$ cat src/rtl/q_rr_arbiter_pkg.sv
// Shared helpers for round-robin scheduling blocks.
// Pure functions only; no latency and no flow control.
package q_rr_arbiter_pkg;

   // Index increment with explicit wrap, so non-power-of-2 counts stay in range.
   function automatic int unsigned wrap_inc(input int unsigned idx, input int unsigned n);
      return (idx == n - 1) ? 0 : idx + 1;
   endfunction

endpackage

$ cat src/rtl/q_rr_arbiter_pick.sv
// Circular priority picker: the first set request at or after rr_ptr, wrapping around.
// Combinational (0 cycles); this block has no flow control of its own.
module rr_pick #(
   parameter int NUM_REQ     = 4,
   parameter int LOG_NUM_REQ = $clog2(NUM_REQ)
) (
   input  logic [NUM_REQ-1:0]     req,
   input  logic [LOG_NUM_REQ-1:0] rr_ptr,
   output logic [NUM_REQ-1:0]     grant,
   output logic [LOG_NUM_REQ-1:0] grant_idx,
   output logic                   any
);

   logic [2*NUM_REQ-1:0] dbl_req;
   logic [2*NUM_REQ-1:0] ptr_mask;
   logic [2*NUM_REQ-1:0] masked;

   // Lower copy is masked below rr_ptr; the upper copy supplies the wrapped part of the scan.
   always_comb begin
      dbl_req = {req, req};
      for (int i = 0; i < 2*NUM_REQ; i++) begin
         ptr_mask[i] = (i >= int'(rr_ptr));
      end
      masked = dbl_req & ptr_mask;
   end

   always_comb begin
      grant_idx = '0;
      any       = 1'b0;
      for (int i = 0; i < 2*NUM_REQ; i++) begin
         if (!any && masked[i]) begin
            any       = 1'b1;
            grant_idx = (i >= NUM_REQ) ? LOG_NUM_REQ'(i - NUM_REQ) : LOG_NUM_REQ'(i);
         end
      end
      grant = any ? (NUM_REQ'(1) << grant_idx) : '0;
   end

endmodule

$ cat src/rtl/q_rr_arbiter.sv
// Round-robin merge of NUM_REQ ready/valid producers into one registered output stage, tagged with the source ID.
// Latency is 1 cycle. Under output backpressure every req_ready is 0, and the held beat stays stable.
module q_rr_arbiter
   import q_rr_arbiter_pkg::*;
#(
   parameter int DATA_WIDTH  = 32,
   parameter int NUM_REQ     = 4,
   parameter int LOG_NUM_REQ = $clog2(NUM_REQ)
) (
   input  logic                                CLK,
   input  logic                                nRST,
   input  logic [NUM_REQ-1:0]                  req_valid,
   input  logic [NUM_REQ-1:0][DATA_WIDTH-1:0]  req_data,
   output logic [NUM_REQ-1:0]                  req_ready,
   output logic                                out_valid,
   output logic [DATA_WIDTH-1:0]               out_data,
   output logic [LOG_NUM_REQ-1:0]              out_id,
   input  logic                                out_ready
);

   logic [LOG_NUM_REQ-1:0] rr_ptr;
   logic [LOG_NUM_REQ-1:0] grant_idx;
   logic [NUM_REQ-1:0]     grant;
   logic                   any_req;
   logic                   load_ok;
   logic                   load;

   rr_pick #(
      .NUM_REQ     (NUM_REQ),
      .LOG_NUM_REQ (LOG_NUM_REQ)
   ) u_pick (
      .req       (req_valid),
      .rr_ptr    (rr_ptr),
      .grant     (grant),
      .grant_idx (grant_idx),
      .any       (any_req)
   );

   assign load_ok = ~out_valid | out_ready;
   assign load    = load_ok & any_req;
   // No grant can complete while reset is held, so ready is suppressed too.
   assign req_ready = (nRST & load) ? grant : '0;

   always_ff @(posedge CLK, negedge nRST) begin
      if (!nRST) begin
         out_valid <= 1'b0;
         out_data  <= '0;
         out_id    <= '0;
         rr_ptr    <= '0;
      end else if (load) begin
         out_valid <= 1'b1;
         out_data  <= req_data[grant_idx];
         out_id    <= grant_idx;
         rr_ptr    <= LOG_NUM_REQ'(wrap_inc(32'(grant_idx), NUM_REQ));
      end else if (out_ready) begin
         out_valid <= 1'b0;
      end
   end

endmodule

$ cat config.mk
export PLATFORM = sky130hd
export DESIGN_NAME = q_rr_arbiter
export DESIGN_NICKNAME = d
export VERILOG_FILES = /design/src/rtl/q_rr_arbiter_pkg.sv /design/src/rtl/q_rr_arbiter_pick.sv /design/src/rtl/q_rr_arbiter.sv
export SDC_FILE = /design/constraint.sdc
export NUM_CORES = 1
export LEC_CHECK = 0
export CORE_ASPECT_RATIO = 2
export CORE_MARGIN = 4
export CORE_UTILIZATION = 37
export DETAILED_ROUTE_END_ITERATION = 16
export PLACE_DENSITY = 0.92
export SYNTH_ARGS = -nofsm -noshare
export SYNTH_HDL_FRONTEND = slang
export SYNTH_SLANG_ARGS = --single-unit
$ cat constraint.sdc
create_clock -name CLK -period 3.4 [get_ports CLK]
set_input_delay 0.68 -clock CLK [delete_from_list [all_inputs] [get_ports CLK]]
set_output_delay 0.68 -clock CLK [all_outputs]
set_load 0.01 [all_outputs]
# == Word level (Yosys, flattened, before mapping) ==
# Cells that the tools add are included.
# word_totals
ff_bits,37
word_cells,53
input_bits,135
# classes
reduce_logical,15
mux,22
n_shift,1
magnitude_cmp,4
bitwise,5
add_sub_neg,1
eq_ne,1
# op_table
cell,n
32-bit binary-select mux with 2-bit select,1
32-bit two-way mux,1
2-bit two-way mux,7
1-bit two-way mux,11
8-bit bitwise AND,1
4-bit two-way mux,2
1-bit logical AND,7
1-bit zero test,7
1-bit by 2-bit >= comparator with 1-bit output (first input constant),2
1-bit by 2-bit left shift with 4-bit output (first input constant),1
2-bit by 3-bit less-than comparator with 1-bit output (second input constant),1
2-bit by 1-bit adder with 2-bit output (second input constant),1
1-bit bitwise AND,2
2-bit equality test (second input constant),1
2-bit >= comparator (first input constant),1
2-bit nonzero test,1
1-bit inverter,1
1-bit OR,1

# == Longest topological paths before layout ==
# Gate-level depths: netlist (run 1).
# depth
word_depth,27
mapped_depth,10
ltp_nobuf,7

# == Hierarchy ==
# Synthesis (run 1) repeated with hierarchy kept, for this count alone.
# unflattened
hier_cells,159
hier_area_um2,2556.2
# by_module_without_submodules
mod,n_inst,area_each_um2,cells_per_inst,seq_area_each_um2
q_rr_arbiter,1,2354.8,127,925.9
rr_pick,1,201.4,32,0.0

# == Worst setup path before layout (run 1) ==
# No wires, ideal clock.
# synth_timing
path_kind,input -> output
start,input port req_valid[2]
end,output port req_ready[3]
required_ns,2.720
path_stages,9
path_buffers,3
arrival_time_ns,2.024
path_slack_ns,0.696
path_cell_list,nor2b_1 -> a21o_1 -> a211o_1 -> buf_6 -> buf_12 -> buf_6 -> inv_2 -> ha_1 -> and3_1
# synth_between
elab_chain_cells,21
# synth_lines
item,line,source
start: declaration,q_rr_arbiter.sv:12,"input logic [NUM_REQ-1:0] req_valid,"
8-bit bitwise AND *,q_rr_arbiter_pick.sv:24,masked = dbl_req & ptr_mask;
1-bit logical AND,q_rr_arbiter_pick.sv:31,if (!any && masked[i]) begin
1-bit two-way mux,q_rr_arbiter_pick.sv:31,
1-bit zero test,q_rr_arbiter_pick.sv:31,
1-bit logical AND,q_rr_arbiter_pick.sv:31,
1-bit two-way mux,q_rr_arbiter_pick.sv:31,
1-bit zero test,q_rr_arbiter_pick.sv:31,
1-bit logical AND,q_rr_arbiter_pick.sv:31,
(+6 left out),-,
1-bit two-way mux,q_rr_arbiter_pick.sv:31,
1-bit zero test,q_rr_arbiter_pick.sv:31,
1-bit logical AND,q_rr_arbiter_pick.sv:31,
2-bit two-way mux *,q_rr_arbiter_pick.sv:31,
via grant_idx[0],q_rr_arbiter.sv:22,logic [LOG_NUM_REQ-1:0] grant_idx;
1-bit by 2-bit left shift with 4-bit output *,q_rr_arbiter_pick.sv:36,grant = any ? (NUM_REQ'(1) << grant_idx) : '0;
4-bit two-way mux *,q_rr_arbiter_pick.sv:36,
4-bit two-way mux *,q_rr_arbiter.sv:42,assign req_ready = (nRST & load) ? grant : '0;
end: declaration,q_rr_arbiter.sv:14,"output logic [NUM_REQ-1:0] req_ready,"
# The timed path passes the listed nets; every way through them passes the cells marked *.

# == Final worst setup path (run 1) ==
# layout_timing
start,input port req_valid[2]
end,output port req_ready[2]
# Same word-level chain as after synthesis.

==> out/results.env, run 1 <==
MAXSLEWHEADROOM=0.290
CP_COMMON_CELL='sky130_fd_sc_hd__clkdlybuf4s50_1'
CRITICAL_PATH.TOP_DELAY_FAMILY='buffers and inverters'
NUMCTSBUFFERS=5
LEAKAGE_DISSIPATION_uW=0.00195
ANTENNA_VIOLATIONS_BEFORE_REPAIR=0
HPWL_REPORTED_AT_THE_END_OF_DETAILED_PLACEMENT_UM=6810
LIBRARY_CELL_CONTRIBUTING_THE_LARGEST_SINGLE_DELAY_ON_THE_CRITICAL_PATH='sky130_fd_sc_hd__clkdlybuf4s50_1'
POSTLAYOUTCELLAREA_UM2=4250
DETAILED_PLACE.AREA_UM2=4100
SETUP_VIOL=0
CP_SLOWEST_STAGE_DELAY_NS=0.53
PLACEMENT.IO_BUFFERS=173
ANT_NETS=0
WORST_EP_REQUIRED_TIME_NS=2.72
GLOBAL_ROUTE.OVERFLOW_TOTAL=0
TIMING_WORST_SLEW_PIN_VALUE_NS=1.06
SYN_INST=221
DIE_H_UM=120
NUMPLACEDINSTANCES=469
RRSETUPSLACK_NS=1.03
TRITONCTS='built'
RR_WORST_DEPTH=6
WORST_CLOCK_SKEW_NS=0.00321
RESULT_OF_THE_RUN='completed'
ROWS=40
MAXCAPVIOLCOUNT=0
POWER-PER-CELL-AREA_nW_PER_UM2=611
POSTSYNTH.TOPFLOPCELL='sky130_fd_sc_hd__dfrtp_1'
INITIAL_UTILIZATION=0.383
DESIGN.CORE.AREA_UM2=6060
GRT_MAX_DEGREE=66
IO_PINS=174
GRT_PASS1_WL_UM=13100
CLOCK_LATENCY_NS=0.27
DRT_FIRST_PASS_ITERS=4
WORST-PATH-BUF-INV=2
YS_SEQ_AREA_FRAC=0.399
WORST_SETUP_PATH_START_KIND='input pin'
YS_ASYNC_SR_FRACTION=1.00
CRITICAL_R2R_LAUNCH='rr_ptr[0]'
GRT_PASS1_VIAS=2675
LAYOUT.CELLS.NON_FILLER=478
MIN_PERIOD_OVER_PERIOD=0.975
POST-LAYOUT-TOTAL-POWER_uW=2600
ROUTED_WIRE_LENGTH_PER_INSTANCE_UM=17.8
MIN_PATH_TYPE='input pin to async pin'
CTS.ROOT.BUFFER_CELL='sky130_fd_sc_hd__clkbuf_16'
TIMING.CRITICAL_PATH.TO_TYPE='output pin'
FIN_CRIT_NS=3.31
ROUTE.VIAS.TOTAL=2491
DRCVIOLATIONCOUNT=0
LAYOUT-DRIVE-GT1-SHARE=0.0558
HIGHEST_CLOCK_FREQUENCY_THE_DESIGN_CAN_MEET_GHz=0.302
DIE_W_UM=64.0
CRITICAL_PATH.REG2REG.ENDPOINT='out_data[20]'
NUMBER_OF_ENABLE_FLIP_FLOP_CELLS_AFTER_SYNTHESIS=0
MAPPEDNETLISTNETS=360
POSTROUTEWIRELENGTH_UM=8510
CLK_PATH_BUF_DEPTH=2
SYNTH-WARNING-COUNT=0
YOSYS.CELL_TYPES.COUNT=24
FINALHOLDVIOLCOUNT=0
NUM-FILL-CELLS=480
FINAL_NET_COUNT=532
FP.DIEAREA_UM2=7680
DIODES=0
WORST_IR_DROP_VDD_mV=0.399
CP_CELL_SEQUENCE='clkdlybuf4s50_1 -> or2b_1 -> a21oi_1 -> o32a_1 -> ha_1 -> and3_1 -> clkdlybuf4s50_1'
CRIT_CELLS=7
SETUP_TNS_NS=0
SYN_TO_FINAL_GROWTH_PCT=83.4
SYN-MEAN-INSTANCE-AREA_UM2=10.5
SYNTH_SEQ_CELLS=37
AVGVIACOUNTPERCELL=5.21
SLEW_VIOLATIONS=0
CTSHTREEMAXLEVEL=2
FINAL.HOLD.WORST_SLACK_NS=0.347
DRT_ITER0_DRC=91
OVERALL_FRACTION_OF_GLOBAL_ROUTE_TRACKS_IN_USE=0.223
CLOCK_SINK_COUNT=37
GRT_SETUP_UNREPAIRED='no'
GP_CONGESTION=0.882
TIMING.CRITICAL_PATH.ARRIVAL_NS=2.63
CLKTRANSATPATHREGS_NS=0.06
WORST-SETUP-PATH-TYPE='input pin to output pin'
SYNTH_AREA_UM2=2320
CRIT_FANOUT=3
## where the power goes
part           switching, uW  leakage (uW)  total, uW  internal [uW]
clock network            176     0.0000696        444            268
logic                    623       0.00143       1410            791
registers                112      0.000451        739            627
total                    911       0.00195       2600           1690
## placed cells by master, fill, tap and decap left out, types with 2 or more instances in the layout
master / count
sky130_fd_sc_hd__dfrtp_1: 37
sky130_fd_sc_hd__clkdlybuf4s50_1: 169
sky130_fd_sc_hd__a21o_1: 2
sky130_fd_sc_hd__buf_4: 10
sky130_fd_sc_hd__clkinv_2: 2
sky130_fd_sc_hd__inv_1: 2
sky130_fd_sc_hd__nand2_1: 43
sky130_fd_sc_hd__o221ai_1: 32
sky130_fd_sc_hd__dlygate4sd2_1: 2
sky130_fd_sc_hd__ha_1: 4
sky130_fd_sc_hd__a21oi_1: 3
sky130_fd_sc_hd__clkbuf_16: 5
sky130_fd_sc_hd__mux2i_1: 64
sky130_fd_sc_hd__inv_2: 2
sky130_fd_sc_hd__nor2b_1: 2
sky130_fd_sc_hd__and3_1: 4
## repair_timing
action                                  4_1_cts  5_1_grt
buffers inserted                              0        1
endpoints found under the setup margin        2        2
hold buffers                                  0        0
gates resized for setup                       2        1
pin swaps                                     0        1
## logic make-up (layout without fill, tap and decap cells)
family,Yosys count,in the layout,share of synthesized area
muxes,64,64,0.276
DFF,37,37,0.399
AOI/OAI and AO/OA,41,41,0.147
adders and majority gates,4,4,0.0216
and+or+nand+nor,53,53,0.0960
buffers and inverters,22,195,0.0599
## how the worst max path moves through the flow
stage,to,slack (ns),startpoint
6_report,req_ready[2],0.09,req_valid[2]
5_1_grt,req_ready[2],0.02,req_valid[2]
4_1_cts,req_ready[0],0.008,req_valid[2]
3_5_place_dp,req_ready[3],0.004,req_valid[2]
3_3_place_gp,req_ready[3],0.07,req_valid[2]
2_1_floorplan,req_ready[3],0.70,req_valid[2]
## flip-flops by register name (all words and copies together) (netlist names)
name and count:
rr_ptr 2, out_data 32, out_valid 1, out_id 2
## final cells by class
| class | count | area, um^2 | share of cell area |
|---|---|---|---|
| clock buffer | 5 | 125 | 0.0294 |
| clock inverter | 3 | 17.5 | 0.00412 |
| inverter | 4 | 15.0 | 0.00353 |
| multi-input combinational | 162 | 1260 | 0.297 |
| sequential | 37 | 926 | 0.218 |
| tap | 84 | 105 | 0.0247 |
| timing repair buffer | 183 | 1800 | 0.424 |
## layer usage
| metal | track usage | vias up | wire (um) |
|---|---|---|---|
| li1 | - | 1170 | - |
| met5 | 0 | - | 0 |
| met2 | 0.434 | 100 | 5050 |
| met4 | 0.116 | 0 | 313 |
| met3 | 0.0403 | 22 | 443 |
| met1 | 0.210 | 1199 | 2700 |
## stage by stage
step	util	setup slack, ns
4_1_cts	0.701	0.00755
2_1_floorplan	-	0.696
3_3_place_gp	0.678	0.0715
5_1_grt	0.702	0.0161
3_5_place_dp	0.678	0.00405
6_report	0.702	0.0861
## Yosys cell counts, types with 2 or more instances
cell type,count,area (um^2)
sky130_fd_sc_hd__a21o_1,2,15.0
sky130_fd_sc_hd__a21oi_1,3,15.0
sky130_fd_sc_hd__and3_1,4,25.0
sky130_fd_sc_hd__buf_2,5,25.0
sky130_fd_sc_hd__buf_6,4,45.0
sky130_fd_sc_hd__clkbuf_1,7,26.3
sky130_fd_sc_hd__dfrtp_1,37,926
sky130_fd_sc_hd__ha_1,4,50.1
sky130_fd_sc_hd__inv_1,2,7.51
sky130_fd_sc_hd__inv_2,2,7.51
sky130_fd_sc_hd__mux2i_1,64,641
sky130_fd_sc_hd__nand2_1,43,161
sky130_fd_sc_hd__nor2b_1,2,12.5
sky130_fd_sc_hd__o221ai_1,32,280
No activity file was read; power rests on OpenSTA's default activity.
==> run 2: changes to the inputs <==
--- a/config.mk
+++ b/config.mk
@@ -9,6 +9,7 @@
 export CORE_MARGIN = 4
 export CORE_UTILIZATION = 37
 export DETAILED_ROUTE_END_ITERATION = 16
+export MAX_ROUTING_LAYER = met4
 export PLACE_DENSITY = 0.92
 export SYNTH_ARGS = -nofsm -noshare
 export SYNTH_HDL_FRONTEND = slang
==> run 2 against run 1 <==
Effect of this change: first-iteration DRC count is 7.7% higher; worst setup slack got worse by 0.0049 ns; clock-buffer cell count did not move; fmax down 0.15%; final area did not move; worst hold slack got worse by 0.0014 ns; critical endpoint unchanged; largest cell class unchanged.
==> out/results.env, run 2 (synthesis results as in run 1) <==
RESULT_OF_THE_RUN='completed'
MIN_PERIOD_OVER_PERIOD=0.976  # +0.00145
ANTENNA_VIOLATIONS_BEFORE_REPAIR=0  # unchanged
FP.DIEAREA_UM2=7680  # unchanged
LAYOUT-DRIVE-GT1-SHARE=0.0558  # unchanged
POWER-PER-CELL-AREA_nW_PER_UM2=610  # about the same
TIMING.CRITICAL_PATH.TO_TYPE='output pin'
CTS.ROOT.BUFFER_CELL='sky130_fd_sc_hd__clkbuf_16'
WORST_CLOCK_SKEW_NS=0.00300  # -0.000207 ns
WORST_SETUP_PATH_START_KIND='input pin'
SETUP_TNS_NS=0  # unchanged
CLOCK_LATENCY_NS=0.27  # about the same
CRIT_FANOUT=3  # unchanged
DIODES=0  # unchanged
P_CLK_FRAC=0.171  # about the same
INITIAL_UTILIZATION=0.383  # unchanged
LIBRARY_CELL_CONTRIBUTING_THE_LARGEST_SINGLE_DELAY_ON_THE_CRITICAL_PATH='sky130_fd_sc_hd__clkdlybuf4s50_1'
CLK_PATH_BUF_DEPTH=2  # unchanged
IO_PINS=174  # unchanged
TRITONCTS='built'
GRT_PASS1_VIAS=2690  # +0.56%
DIE_W_UM=64.0  # unchanged
ROUTE.VIAS.TOTAL=2508  # +0.68%
TOTAL_SWITCHING_POWER_uW=911  # about the same
ANT_NETS=0  # unchanged
POSTROUTEWIRELENGTH_UM=8520  # +0.21%
BIGGESTREGSBYFLOPS='out_data (32), out_id (2), rr_ptr (2)'
CRITICAL_R2R_LAUNCH='rr_ptr[0]'
GP_CONGESTION=0.897  # +1.7%
SETUP_VIOL=0  # unchanged
CP_CELL_SEQUENCE='clkdlybuf4s50_1 -> or2b_1 -> a21oi_1 -> o32a_1 -> ha_1 -> and3_1 -> clkdlybuf4s50_1'
FIN_CRIT_NS=3.32  # +0.00492 ns
WORST_SETUP_PATH_STARTPOINT='req_valid[2]'
GLOBAL_ROUTE.OVERFLOW_TOTAL=0  # unchanged
CRIT_CELLS=7  # unchanged
GRT_MAX_DEGREE=66  # unchanged
CP_COMMON_CELL='sky130_fd_sc_hd__clkdlybuf4s50_1'
TIMING_WORST_SLEW_PIN_VALUE_NS=1.06  # -0.00762 ns
DIE_H_UM=120  # unchanged
POST-LAYOUT-TOTAL-POWER_uW=2600  # about the same
WORST-SETUP-PATH-TYPE='input pin to output pin'
CP_SLOWEST_STAGE_DELAY_NS=0.53  # about the same
MIN_PATH_TYPE='input pin to async pin'
LEAKAGE_DISSIPATION_uW=0.00195  # unchanged
CLOCK_SINK_COUNT=37  # unchanged
REGISTER_NAME_WITH_THE_MOST_FLOPS='out_data'
PLACEMENT.IO_BUFFERS=173  # unchanged
CELLINTERNALPOWER_uW=1690  # about the same
DESIGN.CORE.AREA_UM2=6060  # unchanged
SYN_TO_FINAL_GROWTH_PCT=83.4  # unchanged
DRT_ITER0_DRC=98  # +7.7%
RRSETUPSLACK_NS=1.03  # about the same
CTSHTREEMAXLEVEL=2  # unchanged
CLKTRANSATPATHREGS_NS=0.06  # about the same
AVGVIACOUNTPERCELL=5.25  # +0.68%
CRITICAL_PATH.TOP_DELAY_FAMILY='buffers and inverters'
WORST_EP_REQUIRED_TIME_NS=2.72  # about the same
DRT_FIRST_PASS_ITERS=4  # unchanged
ROWS=40  # unchanged
NUMBER_OF_FLIP_FLOPS_UNDER_THE_LARGEST_REGISTER_NAME=32  # unchanged
OVERALL_FRACTION_OF_GLOBAL_ROUTE_TRACKS_IN_USE=0.229  # +0.00621
GRT_SETUP_UNREPAIRED='no'
SWITCHING_SHARE=0.351  # about the same
NUMCTSBUFFERS=5  # unchanged
WORST_IR_DROP_VDD_mV=0.398  # about the same
MAXCAPVIOLCOUNT=0  # unchanged
CRITICAL_PATH.REG2REG.ENDPOINT='out_data[20]'
MOST_COMMON_CELL_AFTER_LAYOUT_FILL_AND_TAPS_ASIDE='sky130_fd_sc_hd__clkdlybuf4s50_1'
DRCVIOLATIONCOUNT=0  # unchanged
FINALHOLDVIOLCOUNT=0  # unchanged
ROUTED_WIRE_LENGTH_PER_INSTANCE_UM=17.8  # +0.21%
UTILIZATION=0.702  # unchanged
GRT_PASS1_WL_UM=13100  # unchanged
MAXSLEWHEADROOM=0.295  # +0.00508
TIMING.CRITICAL_PATH.ARRIVAL_NS=2.64  # about the same
RR_WORST_DEPTH=6  # unchanged
FINAL_NET_COUNT=532  # unchanged
POWER.SEQUENTIAL.FRACTION=0.284  # about the same
WORST-PATH-BUF-INV=2  # unchanged
HPWL_REPORTED_AT_THE_END_OF_DETAILED_PLACEMENT_UM=6810  # unchanged
P_COMB_FRAC=0.544  # about the same
HIGHEST_CLOCK_FREQUENCY_THE_DESIGN_CAN_MEET_GHz=0.301  # -0.15%
SLEW_VIOLATIONS=0  # unchanged
LAYOUT_COMMON_CELLS='169 x sky130_fd_sc_hd__clkdlybuf4s50_1, 64 x sky130_fd_sc_hd__mux2i_1, 43 x sky130_fd_sc_hd__nand2_1'
[run 2: cell counts in the layout (fill, tap and decap cells not counted)]
Identical to the previous run, type by type.
[run 2: power by group through the flow]
stage / sequential, uW / combinational [uW] / clock, uW
2_1_floorplan: 814 / 688 / 0
3_3_place_gp: 732 / 1390 / 0
3_5_place_dp: 741 / 1430 / 0
4_1_cts: 739 / 1430 / 455
5_1_grt: 762 / 1520 / 477
6_report: 738 / 1410 / 445
[run 2: layout make-up]
| class | count | area (um^2) |
|---|---|---|
| Fill cell | 480 | 1800 |
| Tap cell | 84 | 105 |
| Sequential cell | 37 | 926 |
| Clock inverter | 3 | 17.5 |
| Inverter | 4 | 15.0 |
| Timing Repair Buffer | 183 | 1800 |
| Clock buffer | 5 | 125 |
| Multi-Input combinational cell | 162 | 1260 |
[run 2: metrics by stage]
stage / cells / area [um^2] / setup slack (ns) / hold WS, ns
after floorplan: 221 / 2320 / 0.696 / 0.384
after global placement: 469 / 4100 / 0.0715 / 0.461
after detailed placement: 469 / 4100 / 0.00405 / 0.463
after CTS: 477 / 4240 / 0.00755 / 0.361
after global routing: 478 / 4250 / 0.0161 / 0.376
final: 478 / 4250 / 0.0812 / 0.346
[run 2: routing by layer]
metal | wire, um | global-route usage
met4 | 314 | 0.116
met2 | 5060 | 0.434
met1 | 2810 | 0.218
met5 | 0 | -
met3 | 334 | 0.0281
[run 2: how the worst max path moves through the flow]
stage                         to  slack (ns)
floorplan           req_ready[3]        0.70
global placement    req_ready[3]        0.07
detailed placement  req_ready[3]       0.004
CTS                 req_ready[0]       0.008
global route        req_ready[2]        0.02
finish              req_ready[2]        0.08
[run 2: repair_timing]
| item | CTS | global route |
|---|---|---|
| hold buffers | 0 | 0 |
| gates resized for setup | 2 | 1 |
| pin swaps | 0 | 1 |
| endpoints found under the hold margin | 0 | 0 |
| setup buffers | 0 | 1 |
| setup endpoints to repair | 2 | 2 |
==> run 3: changes to the inputs <==
--- a/config.mk
+++ b/config.mk
@@ -5,12 +5,13 @@
 export SDC_FILE = /design/constraint.sdc
 export NUM_CORES = 1
 export LEC_CHECK = 0
+export CAP_MARGIN = 30
 export CORE_ASPECT_RATIO = 2
 export CORE_MARGIN = 4
-export CORE_UTILIZATION = 37
+export CORE_UTILIZATION = 31
 export DETAILED_ROUTE_END_ITERATION = 16
 export MAX_ROUTING_LAYER = met4
-export PLACE_DENSITY = 0.92
+export PLACE_DENSITY = 0.74
 export SYNTH_ARGS = -nofsm -noshare
 export SYNTH_HDL_FRONTEND = slang
 export SYNTH_SLANG_ARGS = --single-unit
==> constraint.sdc (replaced) <==
create_clock -name CLK -period 2.9 [get_ports CLK]
set_input_delay 0.58 -clock CLK [delete_from_list [all_inputs] [get_ports CLK]]
set_output_delay 0.58 -clock CLK [all_outputs]
set_load 0.01 [all_outputs]
==> run 3 against run 2 <==
Effect of this change: flip-flop and latch count stayed put; highest routed layer unchanged; critical endpoint is now req_ready[1]; global-route usage is 3.0 points lower; largest power group unchanged; largest cell class unchanged; clock power is 43% higher; clock-buffer cell count is 1 higher.
==> out/results.env, run 3 (synthesis results as in run 1) <==
CLK_PATH_BUF_DEPTH=2  # unchanged
HPWL_REPORTED_AT_THE_END_OF_DETAILED_PLACEMENT_UM=7240  # +6.3%
NUMBER_OF_FLIP_FLOPS_UNDER_THE_LARGEST_REGISTER_NAME=32  # unchanged
TIMING_WORST_SLEW_PIN_VALUE_NS=0.698  # -0.359 ns
LAYOUT.CELLS.NON_FILLER=497  # +4.0%
WORST_CLOCK_SKEW_NS=0.00234  # -0.000659 ns
NUMPLACEDINSTANCES=483  # +3.0%
LEAKAGE_DISSIPATION_uW=0.00201  # +3.1%
CRIT_FANOUT=3  # unchanged
WORST_SLACK_NS=0.0877  # +0.00651 ns
AVGVIACOUNTPERCELL=5.03  # -4.2%
WORST_SETUP_PATH_START_KIND='input pin'
DRT_ITER0_DRC=83  # -15%
ANTENNA_VIOLATIONS_BEFORE_REPAIR=1  # +1
DIE_H_UM=130  # +8.6%
FIN_CRIT_NS=2.81
IO_PINS=174  # unchanged
GLOBAL_ROUTE.OVERFLOW_TOTAL=0  # unchanged
PLACEMENT.IO_BUFFERS=173  # unchanged
TIMING.CRITICAL_PATH.ARRIVAL_NS=2.23  # -0.41 ns
DETAIL_ROUTE.WIRELENGTH.MET1_UM=2940  # +4.7%
SETUP_VIOL=0  # unchanged
LAYOUT_COMMON_CELLS='165 x sky130_fd_sc_hd__clkdlybuf4s50_1, 64 x sky130_fd_sc_hd__mux2i_1, 43 x sky130_fd_sc_hd__nand2_1'
GRT_PASS1_VIAS=2638  # -1.9%
ROUTED_WIRE_LENGTH_PER_INSTANCE_UM=17.9  # +0.57%
DRCVIOLATIONCOUNT=0  # unchanged
BIGGESTREGSBYFLOPS='out_data (32), out_id (2), rr_ptr (2)'
POSTROUTEWIRELENGTH_UM=8910  # +4.6%
CTS.ROOT.BUFFER_CELL='sky130_fd_sc_hd__clkbuf_16'
TIMING.CRITICAL_PATH.TO_TYPE='output pin'
FINAL_NET_COUNT=542  # +1.9%
TRITONCTS='built'
FINALHOLDVIOLCOUNT=0  # unchanged
ROUTE.VIAS.TOTAL=2499  # -0.36%
CTS_HOLD_BUFFERS=0  # unchanged
MOST_COMMON_CELL_AFTER_LAYOUT_FILL_AND_TAPS_ASIDE='sky130_fd_sc_hd__clkdlybuf4s50_1'
NUMCTSBUFFERS=5  # unchanged
CTSHTREEMAXLEVEL=2  # unchanged
CLOCK_LATENCY_NS=0.28  # about the same
GRT_MAX_DEGREE=44  # -33%
DESIGN.CORE.AREA_UM2=7270  # +20%
MAXCAPVIOLCOUNT=0  # unchanged
REGAREA_UM2=926  # unchanged
DIE_W_UM=69.2  # +8.1%
ROWS=44  # +10%
NUM-FILL-CELLS=661  # +38%
UTILIZATION=0.602  # -0.100
CLOCK_SINK_COUNT=37  # unchanged
WORST_EP_REQUIRED_TIME_NS=2.32  # -0.40 ns
SYN_TO_FINAL_GROWTH_PCT=88.7
ANT_NETS=0  # unchanged
MAXSLEWHEADROOM=0.535  # +0.239
CLKTRANSATPATHREGS_NS=0.06  # about the same
MULTI_INPUT_AREA_UM2=1270  # +0.50%
WORST_IR_DROP_VDD_mV=0.352  # -12%
MIN_PATH_TYPE='input pin to async pin'
GP_CONGESTION=0.815  # -9.1%
WL_MET3_UM=295  # -12%
INITIAL_UTILIZATION=0.319  # -0.0638
FP.DIEAREA_UM2=9010  # +17%
RESULT_OF_THE_RUN='completed'
LAYOUT-DRIVE-GT1-SHARE=0.0916  # +0.0357
HIGHEST_CLOCK_FREQUENCY_THE_DESIGN_CAN_MEET_GHz=0.356
SLEW_VIOLATIONS=0  # unchanged
OVERALL_FRACTION_OF_GLOBAL_ROUTE_TRACKS_IN_USE=0.199  # -0.0304
POWER-PER-CELL-AREA_nW_PER_UM2=730  # +20%
GRT_PASS1_WL_UM=13500  # +2.9%
WORST-SETUP-PATH-TYPE='input pin to output pin'
TOP_LAYER='met4'
MIN_PERIOD_OVER_PERIOD=0.970
REGISTER_NAME_WITH_THE_MOST_FLOPS='out_data'
DRT_FIRST_PASS_ITERS=4  # unchanged
ROUTE.MET2.WL_UM=5450  # +7.8%
GRT_SETUP_UNREPAIRED='no'
PLACE_WORST_SETUP_SLACK_NS=-0.293  # -0.297 ns
==> run 3: cell types whose count changed in the layout (fill, tap and decap cells not counted), sizes merged <==
| cell | previous run | this run |
|---|---|---|
| bufinv | 0 | 1 |
| clkbuf | 5 | 6 |
| clkdlybuf4s50 | 169 | 165 |
| dlymetal6s2s | 1 | 2 |
| clkdlybuf4s15 | 0 | 2 |
| diode | 0 | 1 |
| buf | 11 | 23 |
| clkinv | 2 | 0 |
| dlygate4sd2 | 2 | 1 |
==> run 3: path summary, 6_finish.rpt <==
path / start / to / slack [ns] / depth (start not counted)
setup / recovery: req_valid[3] / req_ready[1] / 0.09 / 8
hold / removal: nRST / rr_ptr[0] / 0.33 / 2
setup reg to reg: rr_ptr[0] / out_data[13] / 0.79 / 6
hold reg to reg: out_data[31] / out_data[31] / 0.48 / 2
max in group asynchronous: nRST / out_data[1] / 2.31 / 2
min in group CLK: out_data[31] / out_data[31] / 0.48 / 2
==> run 3: layout make-up <==
| type | instances | share of cell area |
|---|---|---|
| clock inverter | 2 | 0.00858 |
| antenna | 1 | 0.000572 |
| inverter | 4 | 0.00343 |
| tap | 92 | 0.0263 |
| clock buffer | 6 | 0.0317 |
| sequential | 37 | 0.212 |
| multi-input combinational | 162 | 0.290 |
| timing repair buffer | 193 | 0.428 |
==> run 3: metal layers <==
layer  GRT usage  vias to the layer above
li1            -                     1190
met1       0.192                     1214
met2       0.395                       82
met3      0.0231                       13
met4      0.0759                        0
met5           -                        -
==> run 3: through the flow <==
stage          total power [uW]  setup TNS, ns  cell area [um^2]  hold WS [ns]
4_1_cts                    3240              0              4370         0.337
3_3_place_gp               2520         -0.821              4160         0.469
3_5_place_dp               2560          -1.10              4160         0.473
5_1_grt                    3400              0              4380         0.358
2_1_floorplan              1760              0              2320         0.284
6_report                   3190              0              4380         0.332
==> run 3: worst max-delay path, cell delays in order <==
cell,delay [ns]
sky130_fd_sc_hd__clkdlybuf4s50_1,0.42
sky130_fd_sc_hd__buf_4,0.15
sky130_fd_sc_hd__o32a_1,0.39
sky130_fd_sc_hd__buf_4,0.15
sky130_fd_sc_hd__inv_2,0.06
sky130_fd_sc_hd__ha_1,0.13
sky130_fd_sc_hd__and3_1,0.13
sky130_fd_sc_hd__clkdlybuf4s15_2,0.21
==> run 3: what timing repair did <==
item | CTS | global route
resized for setup | 15 | 3
endpoints found under the hold margin | 0 | 0
buffers inserted | 5 | 0
setup endpoints to repair | 4 | 4
pin swaps | 1 | 1
==> run 3: where the power goes <==
| part | total (uW) | switching, uW | internal [uW] |
|---|---|---|---|
| Clock | 636 | 207 | 429 |
| Combinational | 1700 | 747 | 950 |
| Sequential | 860 | 125 | 735 |
